--- src/rtl/bist_controller_pkg.sv ---
// Shared BIST definitions: FSM state encoding, datapath width and the seed/golden constants
// that the controller and the LFSR/MISR datapath must agree on.
package bist_pkg;

    localparam int BIST_WIDTH     = 8;
    localparam int BIST_CNT_WIDTH = 16;

    localparam logic [BIST_WIDTH-1:0] BIST_DEFAULT_SEED = 8'h01;
    localparam logic [BIST_WIDTH-1:0] BIST_GOLDEN_SIG   = 8'h5C;

    typedef enum logic [2:0] {
        IDLE    = 3'd0,
        INIT    = 3'd1,
        RUN     = 3'd2,
        FLUSH   = 3'd3,
        COMPARE = 3'd4,
        DONE    = 3'd5
    } bist_state_t;

    // Busy covers everything from seeding to the signature compare.
    function automatic logic isBusyState(input bist_state_t state);
        return (state == INIT) || (state == RUN) || (state == FLUSH) || (state == COMPARE);
    endfunction

endpackage

--- src/rtl/bist_controller_if.sv ---
// Control/status bundle between the test requester, the BIST controller and the LFSR/MISR datapath.
interface bist_controller_if #(
    parameter int WIDTH = bist_pkg::BIST_WIDTH
);

    logic             start;
    logic             abort;
    logic [WIDTH-1:0] misr_sig;
    logic             lfsr_load;
    logic             lfsr_en;
    logic             misr_clr;
    logic             misr_en;
    logic             test_mode;
    logic [15:0]      pattern_cnt;
    logic             busy;
    logic             done;
    logic             pass;

    modport master (
        output start,
        output abort,
        output misr_sig,
        input  lfsr_load,
        input  lfsr_en,
        input  misr_clr,
        input  misr_en,
        input  test_mode,
        input  pattern_cnt,
        input  busy,
        input  done,
        input  pass
    );

    modport slave (
        input  start,
        input  abort,
        input  misr_sig,
        output lfsr_load,
        output lfsr_en,
        output misr_clr,
        output misr_en,
        output test_mode,
        output pattern_cnt,
        output busy,
        output done,
        output pass
    );

endinterface

--- src/rtl/bist_controller_counter.sv ---
// Pattern index counter: synchronous clear (wins over enable), increment on enable,
// and a flag that is high while the count sits on the terminal value.
module bist_pattern_counter #(
    parameter int CNT_WIDTH = 16,
    parameter int TERMINAL  = 254
) (
    input  logic                 clk,
    input  logic                 rst,
    input  logic                 i_clear,
    input  logic                 i_enable,
    output logic [CNT_WIDTH-1:0] o_count,
    output logic                 o_terminal
);

    localparam logic [CNT_WIDTH-1:0] TERMINAL_VALUE = CNT_WIDTH'(TERMINAL);
    localparam logic [CNT_WIDTH-1:0] ONE            = CNT_WIDTH'(1);

    logic [CNT_WIDTH-1:0] r_count;

    always_ff @(posedge clk) begin
        if (!rst) begin
            r_count <= '0;
        end else if (i_clear) begin
            r_count <= '0;
        end else if (i_enable) begin
            r_count <= r_count + ONE;
        end
    end

    assign o_count    = r_count;
    assign o_terminal = (r_count == TERMINAL_VALUE);

endmodule

--- src/rtl/bist_controller.sv ---
// BIST sequencer: seeds the LFSR, clears the MISR, runs NUM_PATTERNS patterns, flushes the
// last response, then compares the signature with GOLDEN_SIG and reports done/pass.
module bist_controller
    import bist_pkg::*;
#(
    parameter int               WIDTH        = BIST_WIDTH,
    parameter int               NUM_PATTERNS = 255,
    parameter logic [WIDTH-1:0] GOLDEN_SIG   = BIST_GOLDEN_SIG
) (
    input logic              clk,
    input logic              rst,
    bist_controller_if.slave bus
);

    bist_state_t r_state;
    bist_state_t w_nextState;

    logic        r_pass;
    logic        w_lfsrLoad;
    logic        w_lfsrEn;
    logic        w_misrClr;
    logic        w_misrEn;
    logic        w_testMode;
    logic        w_busy;
    logic        w_done;
    logic        w_cntClear;
    logic        w_cntEnable;
    logic        w_terminal;
    logic [15:0] w_patternCnt;

    always_ff @(posedge clk) begin
        if (!rst) begin
            r_state <= IDLE;
        end else begin
            r_state <= w_nextState;
        end
    end

    // Abort outranks every transition, including a start seen in the same cycle.
    always_comb begin
        w_nextState = r_state;
        w_lfsrLoad  = 1'b0;
        w_lfsrEn    = 1'b0;
        w_misrClr   = 1'b0;
        w_misrEn    = 1'b0;
        w_testMode  = isBusyState(r_state);
        w_busy      = isBusyState(r_state);
        w_done      = 1'b0;

        case (r_state)
            IDLE: begin
                if (bus.start) begin
                    w_nextState = INIT;
                end
            end
            INIT: begin
                w_lfsrLoad  = 1'b1;
                w_misrClr   = 1'b1;
                w_nextState = RUN;
            end
            RUN: begin
                w_lfsrEn = 1'b1;
                w_misrEn = 1'b1;
                if (w_terminal) begin
                    w_nextState = FLUSH;
                end
            end
            FLUSH: begin
                w_misrEn    = 1'b1;
                w_nextState = COMPARE;
            end
            COMPARE: begin
                w_nextState = DONE;
            end
            DONE: begin
                w_done = 1'b1;
                if (bus.start) begin
                    w_nextState = INIT;
                end
            end
            default: begin
                w_nextState = IDLE;
            end
        endcase

        if (bus.abort) begin
            w_nextState = IDLE;
        end
    end

    // Clearing on entry to INIT/IDLE keeps the count at zero for the whole INIT cycle,
    // and the terminal gate makes the count hold on its last index after RUN.
    assign w_cntClear  = (w_nextState == IDLE) || (w_nextState == INIT);
    assign w_cntEnable = (r_state == RUN) && !w_terminal;

    bist_pattern_counter #(
        .CNT_WIDTH (BIST_CNT_WIDTH),
        .TERMINAL  (NUM_PATTERNS - 1)
    ) u_patternCounter (
        .clk        (clk),
        .rst        (rst),
        .i_clear    (w_cntClear),
        .i_enable   (w_cntEnable),
        .o_count    (w_patternCnt),
        .o_terminal (w_terminal)
    );

    always_ff @(posedge clk) begin
        if (!rst) begin
            r_pass <= 1'b0;
        end else if ((w_nextState == IDLE) || (w_nextState == INIT)) begin
            r_pass <= 1'b0;
        end else if (r_state == COMPARE) begin
            r_pass <= (bus.misr_sig == GOLDEN_SIG);
        end
    end

    assign bus.lfsr_load   = w_lfsrLoad;
    assign bus.lfsr_en     = w_lfsrEn;
    assign bus.misr_clr    = w_misrClr;
    assign bus.misr_en     = w_misrEn;
    assign bus.test_mode   = w_testMode;
    assign bus.busy        = w_busy;
    assign bus.done        = w_done;
    assign bus.pass        = r_pass;
    assign bus.pattern_cnt = w_patternCnt;

endmodule

--- src/flat_wrapper.sv ---
// flat-port wrapper written by rule: the top's interface ports become plain ports
module bist_controller_flat import bist_pkg::*;
#(
    parameter int               WIDTH        = BIST_WIDTH,
    parameter int               NUM_PATTERNS = 255,
    parameter logic [WIDTH-1:0] GOLDEN_SIG   = BIST_GOLDEN_SIG
)
  (clk, rst, bus_start, bus_abort, bus_misr_sig, bus_lfsr_load, bus_lfsr_en, bus_misr_clr, bus_misr_en, bus_test_mode, bus_pattern_cnt, bus_busy, bus_done, bus_pass);
  bist_controller_if #(.WIDTH(WIDTH)) bus_i ();
  input logic clk;
  input logic rst;
  input wire logic [$bits(bus_i.start)-1:0] bus_start;
  input wire logic [$bits(bus_i.abort)-1:0] bus_abort;
  input wire logic [$bits(bus_i.misr_sig)-1:0] bus_misr_sig;
  output wire logic [$bits(bus_i.lfsr_load)-1:0] bus_lfsr_load;
  output wire logic [$bits(bus_i.lfsr_en)-1:0] bus_lfsr_en;
  output wire logic [$bits(bus_i.misr_clr)-1:0] bus_misr_clr;
  output wire logic [$bits(bus_i.misr_en)-1:0] bus_misr_en;
  output wire logic [$bits(bus_i.test_mode)-1:0] bus_test_mode;
  output wire logic [$bits(bus_i.pattern_cnt)-1:0] bus_pattern_cnt;
  output wire logic [$bits(bus_i.busy)-1:0] bus_busy;
  output wire logic [$bits(bus_i.done)-1:0] bus_done;
  output wire logic [$bits(bus_i.pass)-1:0] bus_pass;
  assign bus_i.start = bus_start;
  assign bus_i.abort = bus_abort;
  assign bus_i.misr_sig = bus_misr_sig;
  assign bus_lfsr_load = bus_i.lfsr_load;
  assign bus_lfsr_en = bus_i.lfsr_en;
  assign bus_misr_clr = bus_i.misr_clr;
  assign bus_misr_en = bus_i.misr_en;
  assign bus_test_mode = bus_i.test_mode;
  assign bus_pattern_cnt = bus_i.pattern_cnt;
  assign bus_busy = bus_i.busy;
  assign bus_done = bus_i.done;
  assign bus_pass = bus_i.pass;
  bist_controller #(.WIDTH(WIDTH), .NUM_PATTERNS(NUM_PATTERNS), .GOLDEN_SIG(GOLDEN_SIG)) u_core (.clk(clk), .rst(rst), .bus(bus_i));
endmodule
--- config.mk ---
export PLATFORM = sky130hd
export DESIGN_NAME = bist_controller_flat
export DESIGN_NICKNAME = d
export VERILOG_FILES = /design/src/rtl/bist_controller_pkg.sv /design/src/rtl/bist_controller_if.sv /design/src/rtl/bist_controller_counter.sv /design/src/rtl/bist_controller.sv /design/src/flat_wrapper.sv
export SDC_FILE = /design/constraint.sdc
export NUM_CORES = 1
export LEC_CHECK = 0
export ABC_AREA = 1
export CAP_MARGIN = 15
export CORE_ASPECT_RATIO = 1.5
export CORE_MARGIN = 2
export CORE_UTILIZATION = 40
export CTS_BUF_LIST = sky130_fd_sc_hd__clkbuf_8
export CTS_CLUSTER_DIAMETER = 100
export DETAILED_ROUTE_END_ITERATION = 12
export PLACE_DENSITY = 0.78
export SETUP_SLACK_MARGIN = 0.15
export SYNTH_ARGS = -nofsm -noshare
export SYNTH_HDL_FRONTEND = slang
export SYNTH_SLANG_ARGS = --single-unit
--- constraint.sdc ---
create_clock -name clk -period 1.49 [get_ports clk]
set_input_delay 0.298 -clock clk [delete_from_list [all_inputs] [get_ports clk]]
set_output_delay 0.298 -clock clk [all_outputs]
set_load 0.01 [all_outputs]
# Yosys cells after proc, flatten, opt, wreduce, memory -nomap -nowiden
# Index checks and enable logic that the tools add are counted.
# totals
register_bits	20
output_inout_bits	24
in_bits	12
word_cells	32
# op_classes
bitwise	1
addsub	1
n_eq_ne	8
muxes	8
n_reduce_logical	11
# ops
operator	count
$add 16x1->16 const B	1
$eq 16x8->1 const B	1
$pmux 3 s5	1
$mux 3	3
$eq 8x7->1 const B	1
$eq 3x1->1 const B	2
$eq 3x2->1 const B	2
$eq 3x3->1 const B	2
$logic_not 3->1	2
$reduce_or 2->1	3
$logic_or 1x1->1	4
$mux 1	4
$logic_and 1x1->1	1
$logic_not 1->1	1
$not 1->1	1

# Logic depth before layout (Yosys ltp)
# Gate-level depths: netlist (run 1).
# logic_depth
word_depth	7
ltp_mapped	9
depth_no_buf	9

# Modules after synthesis
# From an unflattened synthesis (run 1), not the netlist that was laid out.
# unflattened
cells_unflattened	181
area_unflattened_um2	1163.6
# modules_own_cells
module	cells_per_inst	instances	seq_area_each_um2	area_per_inst_um2
bist_pattern_counter	128	1	320.3	860.8
bist_controller	53	1	80.1	302.8

# Worst setup path after synthesis (run 1)
# Ideal clock, no wire load.
# synth_timing
path_kind	register -> register
from	reg u_core.u_patternCounter.r_count[0] (netlist: u_core.u_patternCounter.o_count[0])
to	reg u_core.u_patternCounter.r_count[4] (netlist: u_core.u_patternCounter.o_count[4])
path_buffers	1
setup_ns	0.066
slack_ns	0.043
path_stages_with_launch	9
synth_period_minus_slack_ns	1.447
required_time_ns	1.424
arrival_time_ns	1.381
cell_sequence	dfxtp_1 inv_1 ha_1 nand3_1 nor2_2 a21oi_2 buf_2 nand2_1 a21oi_2
# synth_via
elab_chain_cells	7
elab_cells_between_ends	11
cone_classes	1 x add/sub; 2 x eq/ne; 3 x mux; 5 x reduce/logical
# synth_lines
item	line_no	source
start, declared	bist_controller_counter.sv:18	logic [CNT_WIDTH-1:0] r_count;
start signal, assigned	bist_controller_counter.sv:26	r_count <= r_count + ONE;
$eq 16x8->1	bist_controller_counter.sv:31	assign o_terminal = (r_count == TERMINAL_VALUE);
$mux 3	bist_controller.sv:64	if (w_terminal) begin
$pmux 3 s5	bist_controller.sv:50	case (r_state)
$mux 3	bist_controller.sv:86	if (bus.abort) begin
$eq 3x1->1 / $logic_not 3->1 (equally long branches)	bist_controller.sv:93	assign w_cntClear = (w_nextState == IDLE) || (w_nextState == INIT);
$logic_or 1x1->1	bist_controller.sv:93	
$reduce_or 2->1 (no source line)	n/a	
# Parallel ways exist; a longest one is shown, timed or not.
# A chain may end at the register's enable or synchronous reset.

# Worst setup path after layout (run 1)
# layout_timing
from	reg u_core.r_state[2]
to	out bus_busy
# layout_via
elab_chain_cells	4
elab_cells_between_ends	7
cone_classes	4 x eq/ne; 3 x reduce/logical
# layout_lines
item	line_no	source
start, declared	bist_controller.sv:15	bist_state_t r_state;
start signal, assigned	bist_controller.sv:35	r_state <= w_nextState;
$eq 3x1->1 / $eq 3x2->1 (equally long branches)	bist_controller_pkg.sv:22	return (state == INIT) || (state == RUN) || (state == FLUSH) || (state == COMPARE);
$logic_or 1x1->1 (2 in series)	bist_controller_pkg.sv:22	
$logic_or 1x1->1 *	bist_controller_pkg.sv:22	
end, declared	flat_wrapper.sv:21	output wire logic [$bits(bus_i.busy)-1:0] bus_busy;
# Mark *: on every way between the ends. The rest lies on a longest branch, timed or not.

==> results of run 1 <==
==> routing by layer <==
layer	global-route usage, %	wire length (µm)
met1	21.0	1440
met2	45.9	2380
met3	2.61	177
met4	9.91	81
met5	0	0
==> cell type report <==
| class | count | area (µm²) |
|---|---|---|
| multi-input combinational | 151 | 941 |
| fill | 259 | 927 |
| timing repair buffer | 67 | 683 |
| sequential | 20 | 427 |
| inverter | 24 | 90.1 |
| tap | 40 | 50.0 |
| clock buffer | 3 | 41.3 |
==> tightest hold or removal path: stages, from the launching register on <==
cell and delay (ns):
dfxtp_2 0.35, nand2_1 0.08, a21oi_2 0.05
==> Yosys cell counts (2+ instances only) <==
cell type	instances
nor2_2	3
buf_6	2
dfxtp_1	20
nand2_1	65
nor2_4	3
nand4_1	6
a21oi_1	6
xor2_1	4
inv_2	3
nand2_4	2
nand3_1	13
nand2_2	2
ha_1	2
nor2_1	23
a21oi_2	11
o21ai_0	2
inv_1	21
buf_4	2
xnor2_1	3
==> power by group <==
| part | leakage [nW] | internal (mW) | switching (mW) | total (mW) |
|---|---|---|---|---|
| Sequential | 0.170 | 0.531 | 0.00291 | 0.534 |
| Combinational | 0.750 | 0.0785 | 0.0518 | 0.130 |
| Clock | 0.0216 | 0.180 | 0.171 | 0.352 |
==> path summary, 6_finish.rpt <==
kind | startpoint | endpoint | slack (ns) | cells past startpoint
max | u_core.r_state[2] | bus_busy | -0.02 | 7
min | u_core.u_patternCounter.o_count[6] | u_core.u_patternCounter.o_count[6] | 0.51 | 2
max reg2reg | u_core.r_state[2] | u_core.u_patternCounter.o_count[13] | 0 | 11
min reg2reg | u_core.u_patternCounter.o_count[6] | u_core.u_patternCounter.o_count[6] | 0.51 | 2
==> metrics by stage <==
step / instances / hold slack, ns / power [mW]
after CTS: 301 / 0.515 / 1.02
after global routing: 305 / 0.532 / 1.05
after detailed placement: 284 / 0.487 / 0.642
final: 305 / 0.512 / 1.02
after floorplan: 200 / 0.476 / 0.589
after global placement: 284 / 0.484 / 0.641
==> logic make-up (layout without fill, tap and decap cells) <==
kind of cell             Yosys count  count (layout)  share of synthesized area [%]
AND/OR/NAND/NOR                  121             121                           41.6
flip-flops                        20              20                           30.4
XOR/XNOR                           7               7                           4.65
buffers and inverters             29              94                           10.1
adder cells (fa/ha/maj)            2               2                           1.90
AO/OA/AOI/OAI                     21              21                           11.4
==> registers in the layout (all words and copies together) (netlist names) <==
register and cells:
u_core.bus.pass 1, u_core.r_state 3, u_core.u_patternCounter.o_count 16
==> repair_timing <==
item,in CTS,in global routing
gates cloned,2,0
pin swaps,6,8
setup endpoints to repair,41,25
setup buffers,12,4
gates resized for setup,101,14
==> flow_summary.toml, run 1 <==
[timing]
worst_slew_margin_rel_pct = 79.5
hold_viol_final = 0
fin_crit_ns = 1.51
clock-skew-final_ns = 0.00173
grt_setup_unrepaired = "yes"
fmaxAchievable_ghz = 0.661
postLayoutSetupSlackWorst_ns = -0.0220
setup_tns_ns = -0.0434
final_min_period_over_clock_period_pct = 101
finalMaxSlewViolations = 0
number_of_endpoints_failing_setup_at_the_final_stage = 3
worst_slew_pin_slew_ns = 0.304

[placed_design]
dpl.hpwl_um = 2490
place.port_buffers = 35
placed_area_um2 = 1810
setup_slack_placement_ns = -0.144
globalplace.congestion = 0.802

[cts]
cts_max_level = 1
clock-root-buffer = "clkbuf_8"
clk_pin_slew_ns = 0.07
postCtsHoldBufs = 0
clk_latency_ns = 0.26
clk_buf_depth = 2
tritoncts_clock_tree = "yes"
clock_sinks = 20
cts_made_buffers = 3

[drt]
drc_violation_count_after_routing = 0
drt_iter0_drc = 60
detail_route.vias_per_cell = 4.93
antenna_violation_net_count_after_detailed_routing = 0
route.final.wire_length_um = 4080
route.vias.total = 1505
wl_per_cell_um = 13.4
dr.pass1.iters = 4

[grt]
first_pass_grt_wire_length_um = 6330
global_route.overflow_total = 0
grt_use_total_pct = 22.1
pin_count_of_the_biggest_net_entering_global_routing = 15
grt_pass1_vias = 1448
antenna_found_initial = 0

[worst_setup_path]
path_max_fanout = 2
critical_path.cell_chain = "inv_2, nor2_2, inv_2, nor2_2, inv_2, nand3_4, buf_6"
critical-path-max-stage-delay_ns = 0.32
criticalPathCategory = "flip-flop to output pin"
timing.critical_path.required_ns = 1.19
worst-path-buf-inv = 4
timing.critical_path.to_type = "output pin"
worst_setup_path_start_kind = "flip-flop"
critical-path-slowest-cell = "dfxtp_2"
critical_path_arrival_ns = 1.21
largest_delay_contributor_family_on_the_critical_path = "simple AND/OR/NAND/NOR gates"
critPathMostFrequentCell = "inv_2"

[finish]
area_growth_pct = 69.4
postLayoutCellArea_um2 = 2230
antennaDiodeCount = 0
final_core_util_pct = 70.7
nNetsFinal = 281
layout.cells.most_common = "nand2_1"
share_of_cells_above_drive_strength_1_pct = 41.9
commonest_non_fill_non_tap_cells_in_the_layout = "63 x nand2_1, 17 x dlygate4sd2_1, 16 x buf_4"

[pwr]
power.ir.vdd_worst_mv = 0.458
power_density_nw_per_um2 = 455
cellLeakagePower_nw = 0.941

[run]
drv_cap = 0

[yosys]
post_synth_main_area_contributors = "dfxtp_1 30%, nand2_1 19%, a21oi_2 7.3%, nor2_1 6.6%, inv_1 6.0%"
postSynthAreaPerCell_um2 = 6.59
synth.yosys.seq_area_share_pct = 30.4
synth_edf_count = 0
post_synth_num_cell_types = 26
syn_inst = 200
synth_top_cell_area_share_pct = 30.4
syn-num-nets = 214
synth_flop_cell = "dfxtp_1"
async_flop_share_pct = 0
synth.ff_latch_count = 20
yosys_warnings = 0
netlist.top_cell.by_area = "dfxtp_1"
netlist_area_um2 = 1320

[floorplanning]
floorplan.io_pins = 36
die_width_um = 50.9
starting_density_of_the_core_pct = 41.7
placeableCoreArea_um2 = 3160
die_height_um = 74.3
rows = 25
die_area_um2 = 3780

[worst_hold_path]
worstHoldPathType = "flip-flop to flip-flop"

[outcome]
failed_checks = "setup timing"
run_status = "finished with violations"
Power figures use the tool's default switching activity.
==> inputs of run 2 (changes only) <==
ABC_AREA = 0   (was 1)
PLACE_DENSITY = 0.8   (was 0.78)
==> run 2 against run 1 <==
Against the previous run: the run still ends with setup timing left; global-route usage grew 14 points; non-clock buffer count grew 38; sequential power is essentially flat; first-iteration DRC count grew 110%; critical path depth shrank 1; design area grew 12%; core utilization grew 22 points; sequential cell count is the same; via count grew 14%; total power grew 12%; clock skew grew 0.0073 ns; critical path type is now flip-flop to flip-flop; critical endpoint is now u_core.u_patternCounter.o_count[8]; largest cell class unchanged; largest power group unchanged; highest routed layer unchanged.
==> flow_summary.toml, run 2 <==
[pwr]
share_comb_of_total_power_pct = 12.7
power_frac_seq_pct = 47.0
internal-power_mw = 0.850
design_power_total_mw = 1.14
cellLeakagePower_nw = 1.09
power.clock.fraction_pct = 40.3
power.ir.vdd_worst_mv = 0.613
power_switching_share_pct = 25.2
switching_power_mw = 0.286
power_density_nw_per_um2 = 455

[floorplanning]
die_height_um = 69.6
die_area_um2 = 3320
floorplan.io_pins = 36
rows = 23
placeableCoreArea_um2 = 2710
die_width_um = 47.7
starting_density_of_the_core_pct = 42.4

[outcome]
failed_checks = "setup timing"
run_status = "finished with violations"

[worst_setup_path]
critical_path.cell_chain = "buf_6, ha_4, and4bb_2, nand3_4, or4_4, a21oi_2"
setup.reg_to_reg.worst_slack_ns = -0.22
path_max_fanout = 4
timing.critical_path.required_ns = 1.69
criticalPathCategory = "flip-flop to flip-flop"
largest_delay_contributor_family_on_the_critical_path = "simple AND/OR/NAND/NOR gates"
critical-path-slowest-cell = "or4_4"
critical-path-max-stage-delay_ns = 0.44
critical_path_arrival_ns = 1.91
worst_setup_path_start_kind = "flip-flop"
worst-path-buf-inv = 1
timing.critical_path.to_type = "flip-flop"

[finish]
commonest_non_fill_non_tap_cells_in_the_layout = "47 x buf_4, 24 x buf_6, 11 x dfxtp_2"
postLayoutCellArea_um2 = 2500
antennaDiodeCount = 0
nFillCells = 103
area_growth_pct = 118
final-instance-count-excl-fill = 272
nNetsFinal = 250
share_of_cells_above_drive_strength_1_pct = 64.3
layout.cells.most_common = "buf_4"
largest_reg_flops = 16

[run]
drv_cap = 0

[grt]
grt_use_total_pct = 36.1
global_route.overflow_total = 0
grt_pass1_vias = 1783
antenna_found_initial = 0
pin_count_of_the_biggest_net_entering_global_routing = 12
first_pass_grt_wire_length_um = 8740

[yosys]
post_synth_num_cell_types = 39
synth_flop_cell = "dfxtp_1"
synth_top_cell_area_share_pct = 34.9
syn-num-nets = 149
synth.yosys.seq_area_share_pct = 34.9
netlist.top_cell.by_area = "dfxtp_1"
yosys_warnings = 0
postSynthAreaPerCell_um2 = 8.50
yosys-top-cells-count = "20 x dfxtp_1, 10 x nand4_1, 9 x a21oi_1, 8 x inv_1, 8 x nor2_1"
synth.ff_latch_count = 20
syn_inst = 135
synthMostInstantiatedCell = "dfxtp_1"
netlist_area_um2 = 1150
synth_edf_count = 0
async_flop_share_pct = 0
post_synth_main_area_contributors = "dfxtp_1 35%, nand4_1 5.5%, a21oi_1 3.9%, xnor2_1 3.1%, nor4_1 2.7%"

[timing]
fmaxAchievable_ghz = 0.586
fin_crit_ns = 1.71
clock-skew-final_ns = 0.00901
final_min_period_over_clock_period_pct = 114
worst_slew_pin_slew_ns = 0.389
hold_viol_final = 0
grt_setup_unrepaired = "yes"
postLayoutSetupSlackWorst_ns = -0.215
worst_slew_margin_rel_pct = 73.7
finalMaxSlewViolations = 0
number_of_endpoints_failing_setup_at_the_final_stage = 24

[drt]
detail_route.vias_per_cell = 6.33
route.vias.total = 1723
antenna_violation_net_count_after_detailed_routing = 0
drc_violation_count_after_routing = 0
route.final.wire_length_um = 6770
drt_iter0_drc = 126
wl_per_cell_um = 24.9
dr.pass1.iters = 6

[cts]
clock_sinks = 20
cts_max_level = 1
clk_pin_slew_ns = 0.09
cts_made_buffers = 3
clock-root-buffer = "clkbuf_8"
clk_latency_ns = 0.28
tritoncts_clock_tree = "yes"
clk_buf_depth = 2
postCtsHoldBufs = 0

[placed_design]
dpl.hpwl_um = 2890
placed_cells_incl_taps = 244
place.port_buffers = 35
placed_area_um2 = 1890
globalplace.congestion = 0.893

[worst_hold_path]
worstHoldPathType = "flip-flop to flip-flop"
==> run 2: changes by cell type after synthesis, sizes merged, moves of 4 or more <==
cell and delta:
nor3 +4, nand4 +4, xor2 -4, a21oi -8, nor4 +5, nand3 -9
nand2 -62, inv -16, nor2 -21
==> run 2: cells by family (layout without fill, tap and decap cells) <==
group,after synthesis,in the layout,synth area share [%]
simple gates,59,59,33.4
flops,20,20,34.9
mux,1,1,0.872
buf+inv,18,118,7.74
xor+xnor,4,4,3.05
compound gates,31,31,17.9
fa+ha+maj,2,2,2.18
==> run 2: timing repair <==
item                       CTS  global route
setup endpoints to repair   42            36
setup buffers               15             9
gates resized for setup    117            45
pin swaps                   27            19
==> run 2: layout make-up <==
type	instances	area, µm²	share of cell area, %
clock buffers	4	55.1	2.20
well taps	37	46.3	1.85
repair buffers	105	940	37.6
multi-input cells	97	988	39.6
flip-flops and latches	20	425	17.0
inverters	9	43.8	1.75
==> run 2: per-stage QoR <==
stage	hold WS (ns)	util (%)	TNS [ns]	setup slack, ns
final	0.536	92.4	-3.14	-0.215
after detailed placement	0.468	70.0	-4.07	-0.282
after CTS	0.497	84.3	-0.798	-0.129
after global placement	0.472	70.0	-3.33	-0.247
after floorplan	0.484	-	-0.623	-0.224
after global routing	0.553	92.4	-3.80	-0.313
==> run 2: power groups by stage <==
stage               sequential (mW)  clock (mW)  combinational (mW)
floorplan                     0.546           0              0.0379
global placement              0.547           0              0.0980
detailed placement            0.547           0               0.101
CTS                           0.535       0.429               0.119
global route                  0.534       0.477               0.149
finish                        0.534       0.458               0.144
==> run 2: worst register-to-register path: stages, from the launching register on <==
cell and delay (ns):
dfxtp_4 0.38, buf_6 0.12, ha_4 0.15, and4bb_2 0.29, nand3_4 0.10, or4_4 0.44, a21oi_2 0.15
==> run 2: worst paths after layout <==
| path | endpoint | startpoint | cells after the start |
|---|---|---|---|
| worst max-delay path | u_core.u_patternCounter.o_count[8] | u_core.u_patternCounter.o_count[1] | 6 |
| worst min-delay path | u_core.bus.pass | u_core.bus.pass | 2 |
| worst max register to register | u_core.u_patternCounter.o_count[8] | u_core.u_patternCounter.o_count[1] | 6 |
| worst min register to register | u_core.bus.pass | u_core.bus.pass | 2 |
==> run 2: per-layer routing <==
metal  part of all wire, %  global-route usage [%]  up-vias
met1                    34                    41.2      829
li1                      -                       -      709
met5                     0                       0        -
met4                   6.5                    19.2        0
met2                    51                    59.6      143
met3                   9.1                    5.99       42
==> inputs of run 3 (changes only) <==
CORE_MARGIN = 1   (was 2)
CTS_BUF_LIST = unset   (was sky130_fd_sc_hd__clkbuf_8)
HOLD_SLACK_MARGIN = 0.08   (was unset)
==> run 3 against run 2 <==
Against the previous run: the run still ends with setup timing left; wire length down 5.3%; global-route usage fell by 1.4 points; critical path depth unchanged; final cell count shrank 1.8%.
==> flow_summary.toml, run 3 (same netlist as run 2, synthesis figures left out) <==
[outcome]
run_status = "finished with violations"
failed_checks = "setup timing"

[pwr]
power_frac_seq_pct = 47.3
power_density_nw_per_um2 = 462
cellLeakagePower_nw = 1.05
internal-power_mw = 0.848
design_power_total_mw = 1.12
power_switching_share_pct = 24.2
share_comb_of_total_power_pct = 13.6
power.ir.vdd_worst_mv = 1.11
power.clock.fraction_pct = 39.1
switching_power_mw = 0.271

[drt]
route.final.wire_length_um = 6410
antenna_violation_net_count_after_detailed_routing = 0
detail_route.vias_per_cell = 6.31
drt_iter0_drc = 99
route.vias.total = 1684
wl_per_cell_um = 24.0
dr.pass1.iters = 5
drc_violation_count_after_routing = 0

[worst_setup_path]
worst-path-buf-inv = 1
critical_path.cell_chain = "inv_4, ha_4, and4b_1, and4_4, or4_1, a21oi_1"
critical-path-slowest-cell = "or4_1"
worst_setup_path_start_kind = "flip-flop"
timing.critical_path.to_type = "flip-flop"
criticalPathCategory = "flip-flop to flip-flop"
largest_delay_contributor_family_on_the_critical_path = "simple AND/OR/NAND/NOR gates"
timing.critical_path.required_ns = 1.67
critical_path_arrival_ns = 1.92
path_max_fanout = 8
critical-path-max-stage-delay_ns = 0.47

[finish]
largest_reg_flops = 16
final-instance-count-excl-fill = 267
final_core_util_pct = 89.5
commonest_non_fill_non_tap_cells_in_the_layout = "45 x buf_4, 23 x buf_6, 11 x dlygate4sd2_1"
nNetsFinal = 245
share_of_cells_above_drive_strength_1_pct = 63.0
area_growth_pct = 111
antennaDiodeCount = 0
layout.cells.most_common = "buf_4"

[grt]
antenna_found_initial = 0
grt_use_total_pct = 34.7
global_route.overflow_total = 0
grt_pass1_vias = 1615
pin_count_of_the_biggest_net_entering_global_routing = 12
first_pass_grt_wire_length_um = 7600

[timing]
fmaxAchievable_ghz = 0.575
setup_tns_ns = -2.51
worst_slew_margin_rel_pct = 60.0
clock-skew-final_ns = 0.0158
fin_crit_ns = 1.74
grt_setup_unrepaired = "yes"
worst_slew_pin_slew_ns = 0.595
postLayoutSetupSlackWorst_ns = -0.249
finalMaxSlewViolations = 0
hold_slack_ns = 0.539
final_min_period_over_clock_period_pct = 117
hold_viol_final = 0
number_of_endpoints_failing_setup_at_the_final_stage = 20

[placed_design]
place.port_buffers = 35
globalplace.congestion = 0.845
placed_cells_incl_taps = 237
dpl.hpwl_um = 2790

[floorplanning]
die_area_um2 = 3090
starting_density_of_the_core_pct = 42.4
die_width_um = 45.7
rows = 23
floorplan.io_pins = 36
die_height_um = 67.6
placeableCoreArea_um2 = 2710

[cts]
clk_buf_depth = 2
cts_made_buffers = 3
clock-root-buffer = "clkbuf_8"
postCtsHoldBufs = 0
tritoncts_clock_tree = "yes"
cts_max_level = 1
clk_pin_slew_ns = 0.07
clock_sinks = 20
clk_latency_ns = 0.27

[worst_hold_path]
worstHoldPathType = "flip-flop to flip-flop"

[run]
drv_cap = 0
[run 3: cell types whose count changed in the layout (fill, tap and decap cells not counted), moves of 2 or more]
cell / delta
nand2_2: -2
buf_8: -2
dfxtp_1: -2
clkdlybuf4s15_1: +2
buf_4: -2
dlymetal6s2s_1: -3
dfxtp_4: +3
dlygate4sd2_1: +3
nand2_1: +2
[run 3: path summary, 6_finish.rpt]
kind                                                    startpoint                                 end  slack [ns]  cells past startpoint
worst max-delay path            u_core.u_patternCounter.o_count[0]  u_core.u_patternCounter.o_count[6]       -0.25                      6
worst min-delay path            u_core.u_patternCounter.o_count[8]  u_core.u_patternCounter.o_count[8]        0.54                      2
worst max register to register  u_core.u_patternCounter.o_count[0]  u_core.u_patternCounter.o_count[6]       -0.25                      6
worst min register to register  u_core.u_patternCounter.o_count[8]  u_core.u_patternCounter.o_count[8]        0.54                      2
[run 3: metal layers]
metal / global-route usage [%] / part of all wire (%) / up-vias / routed length (µm)
met1: 33.0 / 33 / 792 / 2090
met3: 6.95 / 8.0 / 52 / 516
met5: 0 / 0 / - / 0
li1: - / - / 700 / -
met2: 61.3 / 51 / 140 / 3250
met4: 28.7 / 8.7 / 0 / 559
[run 3: area by class of cell]
type	count	area (µm²)
clock buffers	4	55.1
fillers	117	285
inverters	9	51.3
multi-input cells	97	971
flip-flops and latches	20	435
well taps	37	46.3
repair buffers	100	861
[run 3: what timing repair did]
action                                  CTS  global route
pin swaps                                24            21
resized for setup                       110            52
setup buffers                            16            10
cloned                                    0             0
endpoints found under the setup margin   42            35
[run 3: power groups by stage]
stage | registers, mW | logic, mW | clock network, mW
after floorplan | 0.546 | 0.0379 | 0
after global placement | 0.548 | 0.0916 | 0
after detailed placement | 0.549 | 0.0946 | 0
after CTS | 0.532 | 0.120 | 0.426
after global routing | 0.529 | 0.156 | 0.455
final | 0.529 | 0.152 | 0.438
[run 3: metrics by stage]
stage / setup WS [ns] / instance area (µm²)
floorplan: -0.224 / 1220
CTS: -0.160 / 2200
global route: -0.264 / 2420
finish: -0.249 / 2420
detailed placement: -0.278 / 1840
global placement: -0.240 / 1840
[run 3: worst reg2reg max path, cell delays in order, from the launching register on]
cell and delay (ns):
dfxtp_4 0.38, inv_4 0.06, ha_4 0.17, and4b_1 0.20
and4_4 0.23, or4_1 0.47, a21oi_1 0.14
